`config.mk`:
```
export PLATFORM = sky130hd
export DESIGN_NAME = usb_wb_status_poller
export DESIGN_NICKNAME = d
export VERILOG_FILES = /design/src/rtl/usb_ctrl_pkg.sv /design/src/rtl/usb_sat_counter.sv /design/src/rtl/usb_wb_status_poller.sv
export SDC_FILE = /design/constraint.sdc
export NUM_CORES = 1
export LEC_CHECK = 0
export ABC_CLOCK_PERIOD_IN_PS = 2980
export CAP_MARGIN = 20
export CORE_MARGIN = 1.5
export CORE_UTILIZATION = 45
export DETAILED_ROUTE_END_ITERATION = 8
export PLACE_DENSITY = 0.83
export SLEW_MARGIN = 5
export SYNTH_ARGS = -nofsm -noshare
export SYNTH_HDL_FRONTEND = slang
export SYNTH_SLANG_ARGS = --single-unit
export TNS_END_PERCENT = 50
```
`constraint.sdc`:
```
create_clock -name clk_i -period 2.98 [get_ports clk_i]
set_clock_uncertainty 0.05 [all_clocks]
set_input_delay 0.447 -clock clk_i [delete_from_list [all_inputs] [get_ports clk_i]]
set_output_delay 0.447 -clock clk_i [all_outputs]
set_load 0.02 [all_outputs]
```
`src/rtl/usb_ctrl_pkg.sv`:
```
// Shared definitions for the USB control/status poller: register map, FSM states,
// MSD status layout and small decode helpers.
package usb_ctrl_pkg;

  localparam logic [31:0] USB_REG_SOFT_RST     = 32'd0;
  localparam logic [31:0] USB_REG_STATUS       = 32'd4;
  localparam logic [31:0] USB_REG_ACK_TIMEOUT  = 32'd8;
  localparam logic [31:0] USB_REG_ACK_RECEIVED = 32'd12;
  localparam logic [31:0] USB_REG_ACK_BAD      = 32'd16;

  typedef enum logic [2:0] {
    S_RST_ASSERT  = 3'd0,
    S_RST_HOLD    = 3'd1,
    S_RST_RELEASE = 3'd2,
    S_POLL_RD     = 3'd3,
    S_POLL_CLR    = 3'd4,
    S_WAIT        = 3'd5
  } usb_state_e;

  typedef struct packed {
    logic rps_tx_err;
    logic get_max_lun;
    logic msd_reset;
  } usb_msd_status_t;

  function automatic logic is_rst_state(input usb_state_e s);
    return (s == S_RST_ASSERT) || (s == S_RST_HOLD) || (s == S_RST_RELEASE);
  endfunction

  // Sweep order is 4, 8, 12, 16; anything else restarts at the status register.
  function automatic logic [31:0] next_poll_adr(input logic [31:0] a);
    logic [31:0] n;
    case (a)
      USB_REG_STATUS:       n = USB_REG_ACK_TIMEOUT;
      USB_REG_ACK_TIMEOUT:  n = USB_REG_ACK_RECEIVED;
      USB_REG_ACK_RECEIVED: n = USB_REG_ACK_BAD;
      default:              n = USB_REG_STATUS;
    endcase
    return n;
  endfunction

endpackage

```
`src/rtl/usb_sat_counter.sv`:
```
// Event counter that sticks at all-ones; a synchronous clear overrides an increment.
module usb_sat_counter #(
  parameter int W = 16
) (
  input  logic         clk_i,
  input  logic         rst_i,
  input  logic         clr_i,
  input  logic         inc_i,
  output logic [W-1:0] cnt_o
);

  logic [W-1:0] cnt_r;

  // Count register with clear priority and saturation.
  always_ff @(posedge clk_i or posedge rst_i) begin
    if (rst_i) begin
      cnt_r <= {W{1'b0}};
    end else if (clr_i) begin
      cnt_r <= {W{1'b0}};
    end else if (inc_i && (cnt_r != {W{1'b1}})) begin
      cnt_r <= cnt_r + {{(W-1){1'b0}}, 1'b1};
    end else begin
      cnt_r <= cnt_r;
    end
  end

  assign cnt_o = cnt_r;

endmodule

```
`src/rtl/usb_wb_status_poller.sv`:
```
// Wishbone master that sequences the USB soft reset and sweeps the status registers,
// clearing set flags and turning them into event pulses and saturating counters.
module usb_wb_status_poller
  import usb_ctrl_pkg::*;
#(
  parameter int POLL_INTERVAL = 1024,
  parameter int RST_HOLD      = 16,
  parameter int CNT_W         = 16
) (
  input  logic             clk_i,
  input  logic             rst_i,
  output logic             wbm_cyc,
  output logic             wbm_stb,
  output logic             wbm_we,
  output logic [31:0]      wbm_adr,
  output logic [31:0]      wbm_dat_m2s,
  input  logic [31:0]      wbm_dat_s2m,
  input  logic             wbm_ack,
  output logic [3:0]       wbm_sel,
  input  logic             usb_rst_req_i,
  input  logic             cnt_clr_i,
  output logic             busy_o,
  output logic             evt_valid_o,
  output logic [2:0]       evt_status_o,
  output logic [CNT_W-1:0] timeout_cnt_o,
  output logic [CNT_W-1:0] received_cnt_o,
  output logic [CNT_W-1:0] bad_cnt_o
);

  usb_state_e      state_r;
  logic            cyc_r;
  logic            we_r;
  logic [31:0]     adr_r;
  logic [31:0]     dat_r;
  logic [31:0]     tmr_r;
  logic            pend_r;
  logic            busy_r;
  logic            evt_valid_r;
  usb_msd_status_t evt_status_r;

  logic pend_s;
  logic rd_done_s;
  logic rd_nz_s;
  logic inc_to_s;
  logic inc_rc_s;
  logic inc_bad_s;
  logic evt_s;

  // A request outside the reset states waits for the next transaction boundary.
  assign pend_s    = pend_r | (usb_rst_req_i & ~is_rst_state(state_r));
  assign rd_done_s = (state_r == S_POLL_RD) & cyc_r & wbm_ack;
  assign rd_nz_s   = |wbm_dat_s2m;
  assign evt_s     = rd_done_s & rd_nz_s & (adr_r == USB_REG_STATUS);
  assign inc_to_s  = rd_done_s & rd_nz_s & (adr_r == USB_REG_ACK_TIMEOUT);
  assign inc_rc_s  = rd_done_s & rd_nz_s & (adr_r == USB_REG_ACK_RECEIVED);
  assign inc_bad_s = rd_done_s & rd_nz_s & (adr_r == USB_REG_ACK_BAD);

  // Sequencer: every bus state spends one idle cycle, then holds cyc/stb until ack.
  always_ff @(posedge clk_i or posedge rst_i) begin
    if (rst_i) begin
      state_r <= S_RST_ASSERT;
      cyc_r   <= 1'b0;
      we_r    <= 1'b0;
      adr_r   <= 32'd0;
      dat_r   <= 32'd0;
      tmr_r   <= 32'd0;
      pend_r  <= 1'b0;
      busy_r  <= 1'b0;
    end else begin
      pend_r <= pend_s;
      case (state_r)
        S_RST_ASSERT: begin
          busy_r <= 1'b1;
          pend_r <= 1'b0;
          if (!cyc_r) begin
            cyc_r <= 1'b1;
            we_r  <= 1'b1;
            adr_r <= USB_REG_SOFT_RST;
            dat_r <= 32'd1;
          end else if (wbm_ack) begin
            cyc_r   <= 1'b0;
            we_r    <= 1'b0;
            dat_r   <= 32'd0;
            tmr_r   <= 32'd0;
            state_r <= S_RST_HOLD;
          end else begin
            cyc_r <= 1'b1;
          end
        end
        S_RST_HOLD: begin
          busy_r <= 1'b1;
          pend_r <= 1'b0;
          if (usb_rst_req_i) begin
            tmr_r <= 32'd0;
          end else if (tmr_r == 32'(RST_HOLD - 1)) begin
            tmr_r   <= 32'd0;
            state_r <= S_RST_RELEASE;
          end else begin
            tmr_r <= tmr_r + 32'd1;
          end
        end
        S_RST_RELEASE: begin
          pend_r <= 1'b0;
          if (!cyc_r) begin
            busy_r <= 1'b1;
            cyc_r  <= 1'b1;
            we_r   <= 1'b1;
            adr_r  <= USB_REG_SOFT_RST;
            dat_r  <= 32'd0;
          end else if (wbm_ack) begin
            busy_r  <= 1'b0;
            cyc_r   <= 1'b0;
            we_r    <= 1'b0;
            adr_r   <= USB_REG_STATUS;
            state_r <= S_POLL_RD;
          end else begin
            busy_r <= 1'b1;
          end
        end
        S_POLL_RD: begin
          if (!cyc_r) begin
            cyc_r <= 1'b1;
            we_r  <= 1'b0;
            dat_r <= 32'd0;
          end else if (wbm_ack) begin
            cyc_r <= 1'b0;
            if (pend_s) begin
              pend_r  <= 1'b0;
              busy_r  <= 1'b1;
              state_r <= S_RST_ASSERT;
            end else if (rd_nz_s) begin
              state_r <= S_POLL_CLR;
            end else if (adr_r == USB_REG_ACK_BAD) begin
              tmr_r   <= 32'd0;
              state_r <= S_WAIT;
            end else begin
              adr_r <= next_poll_adr(adr_r);
            end
          end else begin
            cyc_r <= 1'b1;
          end
        end
        S_POLL_CLR: begin
          if (!cyc_r) begin
            cyc_r <= 1'b1;
            we_r  <= 1'b1;
            dat_r <= 32'd0;
          end else if (wbm_ack) begin
            cyc_r <= 1'b0;
            we_r  <= 1'b0;
            if (pend_s) begin
              pend_r  <= 1'b0;
              busy_r  <= 1'b1;
              state_r <= S_RST_ASSERT;
            end else if (adr_r == USB_REG_ACK_BAD) begin
              tmr_r   <= 32'd0;
              state_r <= S_WAIT;
            end else begin
              adr_r   <= next_poll_adr(adr_r);
              state_r <= S_POLL_RD;
            end
          end else begin
            cyc_r <= 1'b1;
          end
        end
        S_WAIT: begin
          if (pend_s) begin
            pend_r  <= 1'b0;
            busy_r  <= 1'b1;
            state_r <= S_RST_ASSERT;
          end else if (tmr_r == 32'(POLL_INTERVAL - 1)) begin
            adr_r   <= USB_REG_STATUS;
            state_r <= S_POLL_RD;
          end else begin
            tmr_r <= tmr_r + 32'd1;
          end
        end
        default: begin
          cyc_r   <= 1'b0;
          we_r    <= 1'b0;
          state_r <= S_RST_ASSERT;
        end
      endcase
    end
  end

  // MSD status event: pulse for one cycle and hold the flags until the next pulse.
  always_ff @(posedge clk_i or posedge rst_i) begin
    if (rst_i) begin
      evt_valid_r  <= 1'b0;
      evt_status_r <= usb_msd_status_t'(3'b000);
    end else begin
      evt_valid_r <= evt_s;
      if (evt_s) begin
        evt_status_r <= usb_msd_status_t'(wbm_dat_s2m[2:0]);
      end else begin
        evt_status_r <= evt_status_r;
      end
    end
  end

  usb_sat_counter #(.W(CNT_W)) u_cnt_timeout (
    .clk_i (clk_i), .rst_i (rst_i), .clr_i (cnt_clr_i), .inc_i (inc_to_s), .cnt_o (timeout_cnt_o)
  );
  usb_sat_counter #(.W(CNT_W)) u_cnt_received (
    .clk_i (clk_i), .rst_i (rst_i), .clr_i (cnt_clr_i), .inc_i (inc_rc_s), .cnt_o (received_cnt_o)
  );
  usb_sat_counter #(.W(CNT_W)) u_cnt_bad (
    .clk_i (clk_i), .rst_i (rst_i), .clr_i (cnt_clr_i), .inc_i (inc_bad_s), .cnt_o (bad_cnt_o)
  );

  assign wbm_cyc      = cyc_r;
  assign wbm_stb      = cyc_r;
  assign wbm_we       = we_r;
  assign wbm_adr      = adr_r;
  assign wbm_dat_m2s  = dat_r;
  assign wbm_sel      = 4'hF;
  assign busy_o       = busy_r;
  assign evt_valid_o  = evt_valid_r;
  assign evt_status_o = evt_status_r;

endmodule

```
# Word level (Yosys, flattened, before mapping)

Index checks and enable logic that the tools add are counted.

Register bits after elaboration: 155
Logic and storage cells: 167

Eq/ne operators: 40
Bitwise logic cells: 11
Reduce and logical (&&, ||, !) cells: 27
Add/sub/neg operators: 4
Muxes and demuxes: 70

Operators with widths:

| kind                                                              | count |
|---|---|
| 32-bit two-way mux                                                | 28 |
| 32-bit one-hot mux with 5 select lines                            | 2 |
| 32-bit by 4-bit == test with 1-bit output, second input constant  | 3 |
| 16-bit two-way mux                                                | 6 |
| 32-bit one-hot mux with 2 select lines                            | 1 |
| 3-bit two-way mux                                                 | 17 |
| 16-bit by 1-bit adder with 16-bit output, second input constant   | 3 |
| 16-bit inequality test, second input constant                     | 3 |
| 2-bit inequality test, second input constant                      | 18 |
| 12-bit AND reduction                                              | 3 |
| 32-bit by 1-bit adder with 32-bit output, second input constant   | 1 |
| 32-bit by 10-bit == test with 1-bit output, second input constant | 1 |
| 32-bit by 3-bit == test with 1-bit output, second input constant  | 1 |
| 32-bit by 5-bit == test with 1-bit output, second input constant  | 1 |
| 32-bit OR reduction                                               | 1 |
| 3-bit one-hot mux with 6 select lines                             | 1 |
| 5-bit one-hot mux with 3 select lines                             | 1 |
| 3-bit inequality test, second input constant                      | 4 |
| 1-bit two-way mux                                                 | 10 |
| 5-bit nonzero test                                                | 2 |
| 3-bit AND reduction                                               | 3 |
| 1-bit bitwise AND                                                 | 8 |
| 2-bit nonzero test                                                | 4 |
| 4-bit OR reduction                                                | 2 |
| other kinds (16)                                                  | 28 |

# Logic depth before layout (Yosys ltp)

Gate-level depths: netlist of the first run.

Depth after elaboration: 10
Depth in mapped cells: 9
Gate-level depth less buffers: 7

# Cells and area by module

From an unflattened synthesis of the first run, not the netlist that was laid out.

Cells, all modules: 733
Area, all modules: 6,304.8 um^2

By module, submodules not included:

| module               | area an instance (um^2) | sequential area each (um^2) | times used | cells an instance |
|---|---|---|---|---|
| usb_wb_status_poller | 3,508.4                 | 1,176.1                     | 1          | 430 |
| usb_sat_counter      | 932.1                   | 400.4                       | 3          | 101 |

# Worst setup path before layout of the first run

Ideal clock, no wire load.

Kind: reg-to-reg
Start point: register adr_r[2] (netlist: wbm_adr[2])
End point: register tmr_r[11]
Data required time: 2.809 ns
Stages on the path, launching flop included: 9
Setup time: 0.121 ns
Arrival time: 2.278 ns
Path slack: 0.531 ns
Period minus slack after synthesis: 2.449 ns
Path through: dfrtp_1 or3b_1 buf_2 o32ai_1 a211o_1 o221a_2 clkbuf_1 o21ai_0 a22o_1

Word-level cells in the longest chain between the ends: 7
Elaborated cells between the ends (all ways): 10
Those cells by class: eq/ne: 1; mux: 9

RTL lines:

| what                                        | RTL line                                                 | text |
|---|---|---|
| start, declared                             | usb_wb_status_poller.sv:33                               | `logic [31:0] adr_r;` |
| start signal, assigned                      | usb_wb_status_poller.sv:137                              | `adr_r <= next_poll_adr(adr_r);` |
| start signal, assigned                      | usb_wb_status_poller.sv:159                              | `adr_r <= next_poll_adr(adr_r);` |
| 32-bit by 5-bit == test with 1-bit output * | usb_wb_status_poller.sv:133, usb_wb_status_poller.sv:155 |  |
| 32-bit two-way mux *                        | n/a                                                      |  |
| 32-bit two-way mux (4 in a row)             | n/a                                                      |  |
| 32-bit one-hot mux with 5 select lines *    | n/a                                                      |  |
| end signal, assigned                        | usb_wb_status_poller.sv:99                               | `tmr_r <= tmr_r + 32'd1;` |
| end signal, assigned                        | usb_wb_status_poller.sv:175                              | `tmr_r <= tmr_r + 32'd1;` |
| end, declared                               | usb_wb_status_poller.sv:35                               | `logic [31:0] tmr_r;` |

Every way passes the cells marked *; elsewhere a longest branch is shown, timed or not. The select of a mux whose other input is x is not followed.
A chain may end at the register's enable or synchronous reset.

# Final worst setup path of the first run

Start point: register tmr_r[24]
End point: register tmr_r[31]

Word-level cells in the longest chain between the ends: 4
Elaborated cells between the ends (all ways): 10
Those cells by class: add/sub: 1; eq/ne: 3; mux: 5; reduce/logical: 1

RTL lines:

| what                                                                                                         | RTL line                                                                            | text |
|---|---|---|
| 32-bit by 1-bit adder with 32-bit output / 32-bit by 4-bit == test with 1-bit output (equally long branches) | usb_wb_status_poller.sv:99, usb_wb_status_poller.sv:175, usb_wb_status_poller.sv:95 |  |
| 32-bit two-way mux, on equally long branches                                                                 | usb_wb_status_poller.sv:171, usb_wb_status_poller.sv:95                             |  |
| 32-bit two-way mux, on equally long branches                                                                 | usb_wb_status_poller.sv:167, usb_wb_status_poller.sv:93                             |  |
| 32-bit one-hot mux with 5 select lines                                                                       | usb_wb_status_poller.sv:71                                                          | `case (state_r)` |

Parallel ways exist; a longest one is shown, timed or not. The select of a mux whose other input is x is not followed.

==> impl_metrics.tcl, run 1 <==
set metrics [dict create \
    antenna_found_initial 0 \
    worstReg2RegStart "tmr_r[24]" \
    vias 5420 \
    setup-tns-final_ns 0 \
    ys_types 65 \
    num-fill-cells 1132 \
    finalHoldViolCount 0 \
    cap_violations 0 \
    clockRootBuffer "clkbuf_16" \
    drc 0 \
    clk_path_buf_depth 2 \
    cts_tree "done" \
    async_flop_share_pct 100 \
    synth_enable_flop_cells 0 \
    gp_congestion 0.898 \
    worstReg2RegEnd "tmr_r[31]" \
    yosysSeqAreaShare_pct 39.8 \
    finalMaxSlewViolations 0 \
    drt_first_pass_iters 5 \
    slew_headroom_pct 61.1 \
    post-cts-setup-buffers 0 \
    hold_path_class "in2async" \
    cts_hold_buf 0 \
    clkLatencyLatePin_ns 0.35 \
    die_h_um 118 \
    syn_inst 694 \
    p_per_area_nw_per_um2 613 \
    grt_pass1_wl_um 24000 \
    seq_area_um2 2380 \
    cp_max_fo 11 \
    post-route-util_pct 57.2 \
    port_buffers 96 \
    antenna_cells 0 \
    p_switching_uw 1750 \
    combinationalPowerShare_pct 39.2 \
    multi_input_area_um2 3130 \
    p_clk_share_pct 25.0 \
    arrival_ns 2.83 \
    overflow 0 \
    numCtsBuffers 9 \
    grt_max_degree 49 \
    drtIter0Drc 649 \
    final_cell_mix "clkdlybuf4s50_1 (96), dfrtp_1 (95), nor2_1 (66), conb_1 (64), nand2_1 (57)" \
    min_period_ns 2.64 \
    drt_wl_total_um 14400 \
    crit_type "reg2reg" \
    fp.dieW_um 118 \
    syn_area_per_cell_um2 8.60 \
    synth_flop_cell "dfrtp_1" \
    yosysWarnings 0 \
    p_int_uw 2730 \
    initial_utilization_pct 46.7 \
    p_sw_share_pct 39.0 \
    fmax_mhz 378 \
    via_per_inst 5.54 \
    vdd_drop_max_v 0.000384 \
    fin_crit_sh_pct 88.7 \
    worst_setup_path_end_kind "flip-flop" \
    htree_levels 3 \
    coreArea_um2 12800 \
    setup_violations 0 \
    worst_ep_required_time_ns 3.17 \
    final_common_cell "clkdlybuf4s50_1" \
    die_area_um2 14000 \
    nets 842 \
    wl_per_cell_um 14.7 \
    total_leakage_power_uw 0.00286 \
    area_delta_synth_final_pct 22.5 \
    status "completed" \
    regToRegSetupSlack_ns 0.34 \
    antenna_left 0 \
    reg2regPathDepth 7 \
    ioPinCount 161 \
    startpoint_type "flip-flop" \
    grtUsageTotal_pct 20.9 \
    cts_resized 0 \
    netlist_area_um2 5970 \
    rsz0062_at_grt "false" \
    ys_ff_latch 95 \
    core.rowCount 41 \
    cts_sinks 95 \
    drive_above_1_share_pct 7.69 \
    seqPwrFrac_pct 35.8 \
    clkSlewWorstSetupHoldPaths_ns 0.07 \
    dp_hpwl_um 10500 \
    max_slew.worst_pin.slew_ns 0.579 \
    grt_pass1_vias 4927 \
]
worst max path at each step:
stage	from	endpoint	slack, ns	cells past startpoint
finish	tmr_r[24]	tmr_r[31]	0.34	7
global route	tmr_r[10]	wbm_adr[4]	0.15	5
CTS	tmr_r[24]	tmr_r[23]	0.33	7
detailed placement	wbm_dat_s2m[16]	tmr_r[13]	0.08	9
global placement	wbm_dat_s2m[8]	u_cnt_bad.cnt_o[12]	0.16	8
floorplan	rst_i	busy_o	0.006	1
critical path: stages (launching register included):
cell and delay (ns):
dfrtp_1 0.42, nor4_1 0.36, nand4_1 0.27, or4_4 0.65, o221ai_4 0.30, nor2_2 0.08
buf_4 0.19, a22o_1 0.20
logic make-up (layout without fill, tap and decap cells):
| family | after synthesis | in the layout | synth area share [%] |
|---|---|---|---|
| other | 2 | 64 | 0.126 |
| AND/OR/NAND/NOR | 303 | 303 | 26.0 |
| multiplexers | 6 | 6 | 1.07 |
| AO/OA/AOI/OAI | 134 | 134 | 15.6 |
| adder cells (fa/ha/maj) | 4 | 4 | 0.839 |
| XOR/XNOR | 34 | 34 | 4.99 |
| buffers and inverters | 116 | 166 | 11.5 |
| flip-flops | 95 | 95 | 39.8 |
final cells by class:
cell class | instances | area share [%]
Multi-Input combinational cell | 545 | 42.9
Sequential cell | 95 | 32.5
Timing Repair Buffer | 128 | 16.6
Clock buffer | 12 | 3.51
Tap cell | 172 | 2.94
Inverter | 22 | 1.16
Clock inverter | 4 | 0.394
layer usage:
metal | global-route usage [%] | wire [um] | share of wire (%) | vias to the layer above
li1 | - | - | - | 2606
met3 | 4.54 | 847 | 5.9 | 21
met4 | 6.25 | 235 | 1.6 | 0
met2 | 34.5 | 6970 | 48 | 182
met5 | 0 | 0 | 0 | -
met1 | 27.4 | 6340 | 44 | 2611
synthesized netlist by cell type, types with 4 or more instances:
| cell type | count | share of area (%) |
|---|---|---|
| a21o_1 | 4 | 0.50 |
| a21oi_1 | 26 | 2.2 |
| a22o_1 | 15 | 2.2 |
| a2bb2oi_1 | 7 | 1.0 |
| and3_1 | 10 | 1.0 |
| and4_1 | 5 | 0.73 |
| buf_1 | 4 | 0.25 |
| buf_2 | 7 | 0.59 |
| buf_4 | 65 | 8.2 |
| clkbuf_1 | 18 | 1.1 |
| dfrtp_1 | 95 | 40 |
| ha_1 | 4 | 0.84 |
| inv_1 | 21 | 1.3 |
| nand2_1 | 57 | 3.6 |
| nand2b_1 | 5 | 0.52 |
| nand3_1 | 35 | 2.9 |
| nand4_1 | 23 | 2.4 |
| nor2_1 | 66 | 4.2 |
| nor2b_1 | 7 | 0.73 |
| nor3_1 | 30 | 2.5 |
| nor4_1 | 31 | 3.3 |
| o21ai_0 | 42 | 3.5 |
| o31ai_1 | 7 | 0.88 |
| or3_1 | 16 | 1.7 |
| xnor2_1 | 32 | 4.7 |
power groups by stage:
stage                     clock network [uW]  logic, uW  registers [uW]
after floorplan                            0       1250            1600
after global placement                     0       1720            1620
after detailed placement                   0       1750            1620
after CTS                               1150       1750            1600
after global routing                    1200       1920            1630
final                                   1120       1760            1600
registers in the layout, summed over array words and instances, names as in the netlist:
register              count
wbm_cyc                   1
u_cnt_received.cnt_o     16
busy_o                    1
tmr_r                    32
evt_valid_o               1
u_cnt_bad.cnt_o          16
state_r                   3
wbm_dat_m2s               1
wbm_we                    1
pend_r                    1
wbm_adr                   3
evt_status_o              3
u_cnt_timeout.cnt_o      16
metrics by stage:
step	setup slack [ns]	total power [uW]	instances	hold slack [ns]	area (um^2)
after CTS	0.332	4500	978	0.406	7310
final	0.335	4480	978	0.396	7310
after global placement	0.164	3340	962	0.450	7030
after floorplan	0.00598	2840	756	0.429	6200
after detailed placement	0.0844	3370	962	0.451	7030
after global routing	0.153	4750	978	0.431	7310
Power figures use the tool's default switching activity.
==> inputs of run 2 (changes only) <==
- CAP_MARGIN: 20 -> 40
==> results of run 2 <==
The final DEF is identical to that of run 1; final timing and power are the same.
